## src/rtl/digital_pll_pkg.sv

```systemverilog
// Shared constants for the digital PLL lock monitor: state encoding and default sizing.
// No logic; no latency or backpressure.
// Imported by digital_pll_lock_monitor.
package digital_pll_pkg;

    localparam int CNT_W_DEF      = 7;
    localparam int TOL_DEF        = 1;
    localparam int LOCK_CNT_DEF   = 4;
    localparam int UNLOCK_CNT_DEF = 2;
    localparam int DIV_W          = 5;
    localparam int RUN_W          = 4;

    localparam logic [1:0] ST_IDLE       = 2'd0;
    localparam logic [1:0] ST_WAIT_FIRST = 2'd1;
    localparam logic [1:0] ST_ACQUIRE    = 2'd2;
    localparam logic [1:0] ST_LOCKED     = 2'd3;

endpackage

```

## src/rtl/osc_edge_sync.sv

```systemverilog
// Brings the asynchronous reference oscillator into the PLL clock domain and flags its rising edge.
// Latency: osc rise -> osc_edge high after 2-3 clocks; osc_edge is a one-cycle pulse.
// No backpressure; free-running whenever out of reset.
module osc_edge_sync (
    input  logic clock,
    input  logic resetb,
    input  logic osc,
    output logic osc_edge
);

    logic s1;
    logic s2;
    logic s3;

    always_ff @(posedge clock or negedge resetb) begin
        if (!resetb) begin
            s1 <= 1'b0;
            s2 <= 1'b0;
            s3 <= 1'b0;
        end else begin
            s1 <= osc;
            s2 <= s1;
            s3 <= s2;
        end
    end

    assign osc_edge = s2 & ~s3;

endmodule

```

## src/rtl/digital_pll_lock_monitor.sv

```systemverilog
// PLL lock detector: counts clocks per osc period, flags lock after qualified good periods; optional osc timeout via DIGITAL_PLL_LOCK_TIMEOUT_EN.
// Latency: period/period_valid/locked update on the clock ending the synchronized edge cycle (osc rise + 2-3 clocks).
// No backpressure: period_valid is a single-cycle pulse that must be sampled when it fires.
module digital_pll_lock_monitor
    import digital_pll_pkg::*;
#(
    parameter int CNT_W      = CNT_W_DEF,
    parameter int TOL        = TOL_DEF,
    parameter int LOCK_CNT   = LOCK_CNT_DEF,
    parameter int UNLOCK_CNT = UNLOCK_CNT_DEF
) (
    input  logic             clock,
    input  logic             resetb,
    input  logic             enable,
    input  logic             osc,
    input  logic [DIV_W-1:0] div,
    output logic             locked,
    output logic [CNT_W-1:0] period,
    output logic             period_valid,
    output logic             osc_lost
);

    localparam logic [CNT_W-1:0] CNT_MAX    = '1;
    localparam logic [CNT_W:0]   TOL_W      = (CNT_W + 1)'(TOL);
    localparam logic [RUN_W-1:0] LOCK_RUN   = RUN_W'(LOCK_CNT);
    localparam logic [RUN_W-1:0] UNLOCK_RUN = RUN_W'(UNLOCK_CNT);

    logic                    osc_edge;
    logic [CNT_W-1:0]        cnt;
    logic [CNT_W-1:0]        meas;
    logic signed [CNT_W:0]   diff;
    logic [CNT_W:0]          diff_mag;
    logic                    good;
    logic                    timeout;
    logic [1:0]              state;
    logic [1:0]              state_nxt;
    logic [RUN_W-1:0]        run;
    logic [RUN_W-1:0]        run_nxt;
    logic [RUN_W-1:0]        run_inc;
    logic                    upd;

    osc_edge_sync u_sync (
        .clock    (clock),
        .resetb   (resetb),
        .osc      (osc),
        .osc_edge (osc_edge)
    );

    // cnt is the number of clocks since the last edge minus one, so the
    // measurement is cnt+1, held at the saturation value once cnt is pinned.
    assign meas    = (cnt == CNT_MAX) ? CNT_MAX : cnt + 1'b1;
    assign run_inc = run + 1'b1;

    always_comb begin
        diff     = $signed({1'b0, meas}) - $signed({{(CNT_W + 1 - DIV_W){1'b0}}, div});
        diff_mag = diff[CNT_W] ? $unsigned(-diff) : $unsigned(diff);
        good     = (div != '0) && (diff_mag <= TOL_W);
    end

`ifdef DIGITAL_PLL_LOCK_TIMEOUT_EN
    assign timeout = (state != ST_IDLE) && (cnt == CNT_MAX) && !osc_edge;
`else
    assign timeout = 1'b0;
`endif

    always_comb begin
        state_nxt = state;
        run_nxt   = run;
        upd       = 1'b0;
        case (state)
            ST_IDLE: begin
                state_nxt = ST_WAIT_FIRST;
            end
            ST_WAIT_FIRST: begin
                // First edge only opens the measurement window.
                if (osc_edge) begin
                    state_nxt = ST_ACQUIRE;
                    run_nxt   = '0;
                end
            end
            ST_ACQUIRE: begin
                if (osc_edge) begin
                    upd = 1'b1;
                    if (!good) begin
                        run_nxt = '0;
                    end else if (run_inc == LOCK_RUN) begin
                        state_nxt = ST_LOCKED;
                        run_nxt   = '0;
                    end else begin
                        run_nxt = run_inc;
                    end
                end
            end
            ST_LOCKED: begin
                if (osc_edge) begin
                    upd = 1'b1;
                    if (good) begin
                        run_nxt = '0;
                    end else if (run_inc == UNLOCK_RUN) begin
                        state_nxt = ST_ACQUIRE;
                        run_nxt   = '0;
                    end else begin
                        run_nxt = run_inc;
                    end
                end
            end
            default: begin
                state_nxt = ST_IDLE;
                run_nxt   = '0;
            end
        endcase
        if (timeout) begin
            state_nxt = ST_WAIT_FIRST;
            run_nxt   = '0;
        end
    end

    always_ff @(posedge clock or negedge resetb) begin
        if (!resetb) begin
            state        <= ST_IDLE;
            run          <= '0;
            cnt          <= '0;
            locked       <= 1'b0;
            period_valid <= 1'b0;
            period       <= '0;
        end else if (!enable) begin
            // period deliberately holds so status reads survive a disable.
            state        <= ST_IDLE;
            run          <= '0;
            cnt          <= '0;
            locked       <= 1'b0;
            period_valid <= 1'b0;
        end else begin
            state        <= state_nxt;
            run          <= run_nxt;
            locked       <= (state_nxt == ST_LOCKED);
            period_valid <= upd;
            if (upd) begin
                period <= meas;
            end
            if (osc_edge) begin
                cnt <= '0;
            end else if (cnt != CNT_MAX) begin
                cnt <= cnt + 1'b1;
            end
        end
    end

`ifdef DIGITAL_PLL_LOCK_TIMEOUT_EN
    always_ff @(posedge clock or negedge resetb) begin
        if (!resetb) begin
            osc_lost <= 1'b0;
        end else if (!enable || osc_edge) begin
            osc_lost <= 1'b0;
        end else if (timeout) begin
            osc_lost <= 1'b1;
        end
    end
`else
    assign osc_lost = 1'b0;
`endif

endmodule

```

## config.mk

```make
export PLATFORM = sky130hd
export DESIGN_NAME = digital_pll_lock_monitor
export DESIGN_NICKNAME = d
export VERILOG_FILES = /design/src/rtl/digital_pll_pkg.sv /design/src/rtl/osc_edge_sync.sv /design/src/rtl/digital_pll_lock_monitor.sv
export SDC_FILE = /design/constraint.sdc
export NUM_CORES = 1
export LEC_CHECK = 0
export BUFFER_PORTS_ARGS = -buffer_cell sky130_fd_sc_hd__buf_2
export CAP_MARGIN = 10
export CORE_MARGIN = 1
export CORE_UTILIZATION = 39
export DETAILED_ROUTE_END_ITERATION = 7
export GPL_TIMING_DRIVEN = 0
export PLACE_DENSITY = 0.6
export REMOVE_ABC_BUFFERS = 1
export SYNTH_ARGS = -nofsm -noshare
export SYNTH_HDL_FRONTEND = slang
export SYNTH_SLANG_ARGS = --single-unit
```

## constraint.sdc

```tcl
create_clock -name clock -period 4 [get_ports clock]
set_input_delay 0.4 -clock clock [delete_from_list [all_inputs] [get_ports clock]]
set_output_delay 0.4 -clock clock [all_outputs]
set_load 0.05 [all_outputs]
```

# --- After elaboration in Yosys (flattened, before gate mapping) ---
# Index checks and enable logic that the tools add are counted.
word_totals:
  reg_bits: 25
  out_inout_bits: 10
  in_bits: 9
  elab_cells: 62
classes:
  order_cmp: 1
  eq_ne: 13
  reduce_logical: 6
  bitwise: 2
  muxes: 27
  n_addsub: 4
ops:
  columns: ["operator", "count"]
  rows:
  - ["$mux W4", 8]
  - ["$mux W7", 4]
  - ["$mux W2", 8]
  - ["$pmux W4 S3", 1]
  - ["$ne A3 B3 Y1 const B", 3]
  - ["$le A8 B1 Y1 const B", 1]
  - ["$mux W8", 1]
  - ["$neg A8 Y8", 1]
  - ["$pmux W2 S4", 1]
  - ["$sub A7 B5 Y8", 1]
  - ["$add A7 B1 Y7 const B", 1]
  - ["$eq A7 B7 Y1 const B", 1]
  - ["$ne A7 B7 Y1 const B", 1]
  - ["$eq A2 B2 Y1 const B", 3]
  - ["$reduce_bool A5 Y1", 1]
  - ["$add A4 B1 Y4 const B", 1]
  - ["$eq A4 B2 Y1 const B", 1]
  - ["$eq A4 B3 Y1 const B", 1]
  - ["$mux W1", 4]
  - ["$ne A4 B1 Y1 const B", 1]
  - ["$reduce_and A4 Y1", 1]
  - ["$ne A3 B1 Y1 const B", 1]
  - ["$eq A2 B1 Y1 const B", 1]
  - ["$logic_not A2 Y1", 1]
  - ["other kinds (5)", 5]

# --- Logic depth before layout (Yosys ltp) ---
# Gate-level depths: netlist (run 1).
depth:
  ltp_word: 12
  ltp_mapped: 14
  mapped_depth_nobuf: 14

# --- Cells and area by module ---
# From an unflattened synthesis (run 1), not the netlist that was laid out.
hier_totals:
  hier_cells: 174
  hier_area_um2: 1640.3
modules_own_cells:
  columns: ["mod", "area_per_inst_um2", "cells_each", "n_inst", "seq_area_each_um2"]
  rows:
  - ["digital_pll_lock_monitor", 1551.5, 170, 1, 550.5]
  - ["osc_edge_sync", 88.8, 4, 1, 75.1]

# --- Worst setup path before layout (run 1) ---
# Ideal clock, no wire load.
synth_path:
  kind: "flip-flop to flip-flop"
  start: "register cnt[0]"
  end: "register run[3]"
  synth_period_minus_slack_ps: 3516
  arrival_ps: 3385
  setup_time_ps: 130
  stages_incl_launch_ff: 15
  n_path_buf: 0
  required_ps: 3870
  setup_slack_ps: 484
  cell_sequence: "dfrtp_1 -> ha_1 -> nand4_1 -> and2_1 -> ha_1 -> inv_1 -> fa_1 -> a211oi_1 -> nor3b_1 -> a211o_1 -> mux2_4 -> o211a_4 -> o31a_1 -> o2111ai_1 -> nand3_1"
synth_via:
  elab_chain_cells: 11
  elab_cells_between_ends: 14
  cone_classes: "3 x add/sub; 1 x order compare; 1 x eq/ne; 8 x mux; 1 x reduce/logical"
synth_rtl:
  columns: ["element", "line_no", "source"]
  rows:
  - ["start, declared", "digital_pll_lock_monitor.sv:29", "logic [CNT_W-1:0] cnt;"]
  - ["start signal, assigned", "digital_pll_lock_monitor.sv:144", "cnt <= cnt + 1'b1;"]
  - ["$add A7 B1 Y7 / $eq A7 B7 Y1 (equally long branches)", "digital_pll_lock_monitor.sv:51", "assign meas = (cnt == CNT_MAX) ? CNT_MAX : cnt + 1'b1;"]
  - ["$mux W7 (*)", "digital_pll_lock_monitor.sv:51", null]
  - ["$sub A7 B5 Y8 (*)", "digital_pll_lock_monitor.sv:55", "diff = $signed({1'b0, meas}) - $signed({{(CNT_W + 1 - DIV_W){1'b0}}, div});"]
  - ["$neg A8 Y8", "digital_pll_lock_monitor.sv:56", "diff_mag = diff[CNT_W] ? $unsigned(-diff) : $unsigned(diff);"]
  - ["$mux W8 (*)", "digital_pll_lock_monitor.sv:56", null]
  - ["$le A8 B1 Y1 (*)", "digital_pll_lock_monitor.sv:57", "good = (div != '0) && (diff_mag <= TOL_W);"]
  - ["$logic_and A1 B1 Y1 (*)", "digital_pll_lock_monitor.sv:57", null]
  - ["$mux W4 (on tied branches)", "digital_pll_lock_monitor.sv:97, digital_pll_lock_monitor.sv:84", null]
  - ["$mux W4 (on tied branches)", "digital_pll_lock_monitor.sv:95, digital_pll_lock_monitor.sv:82", null]
  - ["$pmux W4 S3 (*)", "digital_pll_lock_monitor.sv:70", "case (state)"]
  - ["$mux W4 (*)", "digital_pll_lock_monitor.sv:126", "end else if (!enable) begin"]
  - ["end signal, assigned", "digital_pll_lock_monitor.sv:135", "run <= run_nxt;"]
  - ["end, declared", "digital_pll_lock_monitor.sv:37", "logic [RUN_W-1:0] run;"]
# Mark *: on every way between the ends. The rest lies on a longest branch, timed or not. The select of a mux whose other input is x is not followed.
# A chain may end at the register's enable or synchronous reset.

# --- Worst setup path after layout (run 1) ---
layout_path:
  start: "register cnt[0]"
  end: "register run[1]"
# Same word-level chain as after synthesis.

==> impl_metrics.tcl, run 1 <==
set metrics [dict create \
    status "finished clean" \
    numCtsBuffers 3 \
    yosysWarnings 0 \
    netlist_instances 175 \
    gp_congestion 0.8176 \
    synth-edff-count 0 \
    yosysSeqAreaShare_pct 38.94 \
    rsz0062_at_grt "false" \
    clock-root-buffer "clkbuf_8" \
    rows 22 \
    period_needed_ns 3.763 \
    fin_skew_ns 0.0008983 \
    yosysUniqueCellTypes 48 \
    drv_slew 0 \
    dp_hpwl_um 2514 \
    area_delta_synth_final_pct 12.85 \
    setup-violations-final 0 \
    crit_end "run[1]" \
    synthTopCellsByCount "25 x dfrtp_1, 20 x nand2_1, 14 x inv_1" \
    numPortBuffers 17 \
    reg2reg_from "cnt[0]" \
    power_leakage_uw 0.0008651 \
    cpMaxStageDelayCell "dfrtp_1" \
    antenna_found_initial 0 \
    grt_first_pass_wirelength_um 5651 \
    dieArea_um2 4380 \
    synth_area_leader_cell "dfrtp_1" \
    io-pin-count 19 \
    maxCapViolations 0 \
    wirelength_um 3348 \
    drc_errors 0 \
    syn_area_um2 1607 \
    path_class "reg2reg" \
    synthDominantCellAreaShare_pct 38.94 \
    slowest_delay_ns 0.44 \
    end_kind "flop" \
    wl_per_cell_um 13.72 \
    reg2reg_to "run[1]" \
    antenna_left 0 \
    clockBufferDepth 2 \
    cts_tree "built" \
    fill_cells 381 \
    cts.clk_slew.worst_paths_ns 0.08 \
    drt_iter0_drc 49 \
    insertion_delay_ns 0.26 \
    ys_seq_elements 25 \
    critPathBufInv 1 \
    dieWidth_um 66.18 \
    grt_pass1_vias 1328 \
    cp-startpoint "cnt[0]" \
    startpoint_type "flop" \
    drtPass1Iterations 4 \
    syn_area_per_cell_um2 9.180 \
    synth-async-reset-ratio_pct 100.0 \
    finalSetupTns_ns 0 \
    power.density_nw_per_um2 314.6 \
    hold_viol 0 \
    drive_above_1_share_pct 19.39 \
    synth.most_common_cell "dfrtp_1" \
    max_freq_ghz 0.2657 \
    slew_headroom_pct 57.37 \
    critPathRequiredTime_ns 4.13 \
    worstPathMaxFanout 6 \
    cp_cell_sequence "ha_2 -> nand4_1 -> and2_1 -> ha_1 -> inv_1 -> fa_1 -> a211oi_2 -> nor3b_1 -> a211o_1 -> mux2_4 -> o211a_4 -> nor3_4 -> mux2i_2 -> o31ai_1" \
    track_usage_pct 16.71 \
    diodes 0 \
    path_delay_family "adder cells" \
    clock_sinks 25 \
    htreeDepth 1 \
    fin_crit_sh_pct 94.08 \
    avgViaCountPerCell 5.557 \
    cp_data_arrival_time_ns 3.89 \
    die_h_um 66.18 \
    regToRegSetupSlack_ns 0.24 \
    num_vias 1356 \
    synth_area_leaders "dfrtp_1 39%, ha_1 7.0%, nand2_1 4.7%" \
    overflow 0 \
    core_area_um2 3799 \
    grt_max_degree 26 \
    worst-slew-pin-transition_ns 0.6377 \
    ctsHoldBuffers 0 \
    initial_core_util_pct 42.29 \
    r2r_cells 14 \
    path_depth 14 \
    synthFlopType "dfrtp_1" \
    fin_util_pct 47.73 \
    hold_path_class "in2async" \
    nNetsFinal 216 \
    peakVddDrop_mv 0.2155 \
]
where the power goes:
part | internal, uW | total [uW] | switching, uW
sequential | 263 | 271 | 8.41
clock | 69.5 | 146 | 76.5
combinational | 55.2 | 153 | 97.8
total | 388 | 570 | 183
how the worst min path moves through the flow:
stage / end / slack [ns] / depth (start not counted)
2_1_floorplan: cnt[0] / 0.10 / 0
3_3_place_gp: u_sync.s2 / 0.34 / 0
3_5_place_dp: u_sync.s2 / 0.34 / 0
4_1_cts: state[1] / 0.13 / 1
5_1_grt: state[1] / 0.14 / 1
6_report: period[0] / 0.12 / 1
metrics by stage:
stage	power, uW	instances	area [um^2]	hold slack, ns	worst slack [ns]
finish	570.3	244	1813	0.1162	0.2367
global route	601.5	244	1813	0.1415	0.01988
CTS	572.3	244	1802	0.1269	0.08183
detailed placement	425.3	238	1740	0.3448	0.007119
global placement	420.0	238	1740	0.3351	0.1830
floorplan	389.0	173	1595	0.1044	0.4844
state kept, by name (all words and copies together), names as in the netlist:
signal        count
u_sync.s2         1
state             2
period            7
cnt               7
u_sync.s1         1
period_valid      1
u_sync.s3         1
run               4
locked            1
area by class of cell:
type / instances / area (um^2) / area share, %
clock buffers: 3 / 41.29 / 2.277
flip-flops and latches: 25 / 625.6 / 34.51
repair buffers: 19 / 100.1 / 5.521
multi-input cells: 134 / 928.4 / 51.21
clock inverters: 1 / 5.005 / 0.2761
inverters: 14 / 52.55 / 2.899
well taps: 48 / 60.06 / 3.313
metal layers:
metal	global-route usage, %	vias up	share of wire [%]	wire length (um)
met5	0	-	0	0
met4	5.585	0	1.0	35
met3	1.552	4	2.3	78
met2	29.85	26	49	1641
met1	20.94	662	48	1593
li1	-	664	-	-
logic make-up after synthesis:
kind of cell / Yosys count / synth area share, %
compound gates: 44 / 20.95
simple gates: 71 / 22.82
fa+ha+maj: 10 / 8.256
xor+xnor: 6 / 3.272
buf+inv: 16 / 3.972
flops: 25 / 38.94
other cells: 1 / 0.2334
mux: 2 / 1.557
layout by cell type (no fill, tap or decap), drive strengths merged, types with 2 or more instances in the layout:
master / Yosys / final
ha: 9 / 9
dfrtp: 25 / 25
and2: 5 / 5
and3b: 2 / 2
o31ai: 4 / 4
nand3: 12 / 12
nand2: 20 / 20
o2111ai: 2 / 2
a211o: 2 / 2
inv: 14 / 14
nor2b: 4 / 4
nor4: 2 / 2
nor2: 13 / 13
a21o: 2 / 2
clkbuf: 1 / 3
nor3b: 2 / 2
nand4: 2 / 2
a31oi: 3 / 3
a31o: 2 / 2
xnor2: 3 / 3
nor3: 4 / 4
and3: 2 / 2
xor2: 3 / 3
a211oi: 2 / 2
a21oi: 7 / 7
or3: 2 / 2
o21ai: 11 / 11
buf: 1 / 19
worst register-to-register path, stage by stage (launching register included):
cell      delay, ns
dfrtp_1        0.44
ha_2           0.27
nand4_1        0.15
and2_1         0.25
ha_1           0.24
inv_1          0.07
fa_1           0.42
a211oi_2       0.28
nor3b_1        0.14
a211o_1        0.24
mux2_4         0.26
o211a_4        0.25
nor3_4         0.24
mux2i_2        0.28
o31ai_1        0.10
what timing repair did:
item / in CTS / in global routing
hold endpoints to repair: 0 / 0
setup buffers: 2 / 0
setup endpoints to repair: 2 / 4
gates cloned: 0 / 0
resized for setup: 0 / 3
pin swaps: 1 / 0
Power figures use the tool's default switching activity.
==> inputs of run 2 (changes only) <==
Settings changed: BUFFER_PORTS_ARGS -buffer_cell sky130_fd_sc_hd__buf_2 to unset, DONT_BUFFER_PORTS set to 1, GPL_ROUTABILITY_DRIVEN set to 0, PLACE_DENSITY 0.6 to 0.56.
==> impl_metrics.tcl, run 2 (same netlist as run 1, synthesis figures left out) <==
set metrics [dict create \
    worstPathMaxFanout 6 \
    layout_commonest_cell "dfrtp_1" \
    critPathRequiredTime_ns 4.13 \
    antenna_found_initial 0 \
    rsz0062_at_grt "false" \
    p_sw_share_pct 32.42 \
    grt_first_pass_wirelength_um 5444 \
    setup-violations-final 0 \
    end_kind "flop" \
    initial_core_util_pct 42.29 \
    p_int_uw 384.3 \
    cp_data_arrival_time_ns 3.87 \
    fin_crit_sh_pct 93.45 \
    drv_slew 0 \
    dieWidth_um 66.18 \
    numCtsBuffers 3 \
    max_freq_ghz 0.2675 \
    reg2reg_to "run[1]" \
    avgViaCountPerCell 5.624 \
    cts.clk_slew.worst_paths_ns 0.09 \
    antenna_left 0 \
    mostFrequentLayoutCells "25 x dfrtp_1, 20 x nand2_1, 14 x inv_1" \
    htreeDepth 1 \
    nNetsFinal 201 \
    power_leakage_uw 0.0007946 \
    fill_cells 377 \
    numPortBuffers 0 \
    path_class "reg2reg" \
    slew_headroom_pct 58.25 \
    status "finished clean" \
    reg_top3 "cnt: 7 flops, period: 7 flops, run: 4 flops" \
    reg2reg_from "cnt[0]" \
    drt_iter0_drc 47 \
    fin_skew_ns 0.001486 \
    rows 22 \
    sequentialPowerShare_pct 51.4 \
    regToRegSetupSlack_ns 0.26 \
    placed_area_um2 1655 \
    area_delta_synth_final_pct 9.580 \
    r2r_cells 14 \
    hold_viol 0 \
    core_area_um2 3799 \
    dp_hpwl_um 2495 \
    power.density_nw_per_um2 323.0 \
    whs_path_depth 0 \
    wirelength_um 3154 \
    final_cell_area_um2 1760 \
    peakVddDrop_mv 0.2935 \
    period_needed_ns 3.738 \
    drc_errors 0 \
    worstHoldStart "osc" \
    overflow 0 \
    drtPass1Iterations 4 \
    grt_max_degree 26 \
    drive_above_1_share_pct 12.15 \
    pwr-share-clk_pct 26.6 \
    cp_cell_sequence "ha_2 -> nand4_1 -> and2_1 -> ha_1 -> inv_1 -> fa_1 -> a211oi_2 -> nor3b_1 -> a211o_1 -> mux2_4 -> o211a_4 -> nor3_4 -> mux2i_2 -> o31ai_1" \
    startpoint_type "flop" \
    worst-slew-pin-transition_ns 0.6245 \
    insertion_delay_ns 0.27 \
    grt_pass1_vias 1283 \
    cts_tree "built" \
    hold_path_class "in2reg" \
    clockBufferDepth 2 \
    track_usage_pct 16.29 \
    io-pin-count 19 \
    p_sw_uw 184.3 \
    clock-root-buffer "clkbuf_8" \
    combPwrFrac_pct 22.0 \
    cpMaxStageDelayCell "dfrtp_1" \
    die_h_um 66.18 \
    clock_sinks 25 \
    diodes 0 \
    num_vias 1288 \
    dieArea_um2 4380 \
    maxCapViolations 0 \
    wl_per_cell_um 13.77 \
    hold_end "u_sync.s1" \
    finalSetupTns_ns 0 \
    slowest_delay_ns 0.44 \
]
## run 2: power by group through the flow
stage	logic (uW)	registers (uW)	clock network [uW]
after floorplan	94.1	295	0
after global placement	109	297	0
after detailed placement	114	298	0
after CTS	123	293	155
after global routing	140	294	165
final	125	292	151
## run 2: how the worst max path moves through the flow
stage | start | slack, ns | end
final | cnt[0] | 0.26 | run[1]
after CTS | cnt[0] | 0.03 | run[1]
after global placement | cnt[0] | 0.16 | run[0]
after global routing | cnt[0] | 0.04 | run[1]
after detailed placement | cnt[0] | 0.07 | run[1]
after floorplan | cnt[0] | 0.48 | run[3]
## run 2: timing repair
action,CTS,global route
gates resized for setup,0,3
setup endpoints to repair,0,5
buffers inserted,0,2
hold buffers,2,0
endpoints found under the hold margin,25,0
## run 2: stage by stage
step	setup slack (ns)	std cells	power, uW	hold slack [ns]	util, %
2_1_floorplan	0.4844	173	389.0	0.1044	-
3_3_place_gp	0.1645	221	406.3	0.1050	43.58
3_5_place_dp	0.07173	221	411.8	0.1051	43.58
4_1_cts	0.03386	227	571.2	0.1450	45.65
5_1_grt	0.04005	229	599.5	0.1351	46.34
6_report	0.2620	229	568.6	0.1524	46.34
## run 2: critical path, delay by kind of cell, from the launching register on
family                     cells  cell delay [ns]
and+or+nand+nor                4             0.79
AOI/OAI and AO/OA              4             0.88
DFF                            1             0.44
muxes                          2             0.55
adders and majority gates      3             0.89
buffers and inverters          1             0.06
## run 2: layout make-up
type,count,area (um^2),area share [%]
well taps,48,60.06,3.412
clock buffers,3,41.29,2.345
inverters,14,52.55,2.985
repair buffers,4,45.04,2.559
multi-input cells,134,928.4,52.74
flip-flops and latches,25,625.6,35.54
clock inverters,1,7.507,0.4264
## run 2: per-layer routing
layer	vias up	routed length (um)	GRT usage, %
li1	633	-	-
met1	632	1501	20.19
met2	21	1537	28.70
met3	2	97	2.414
met4	0	18	5.319
met5	-	0	0
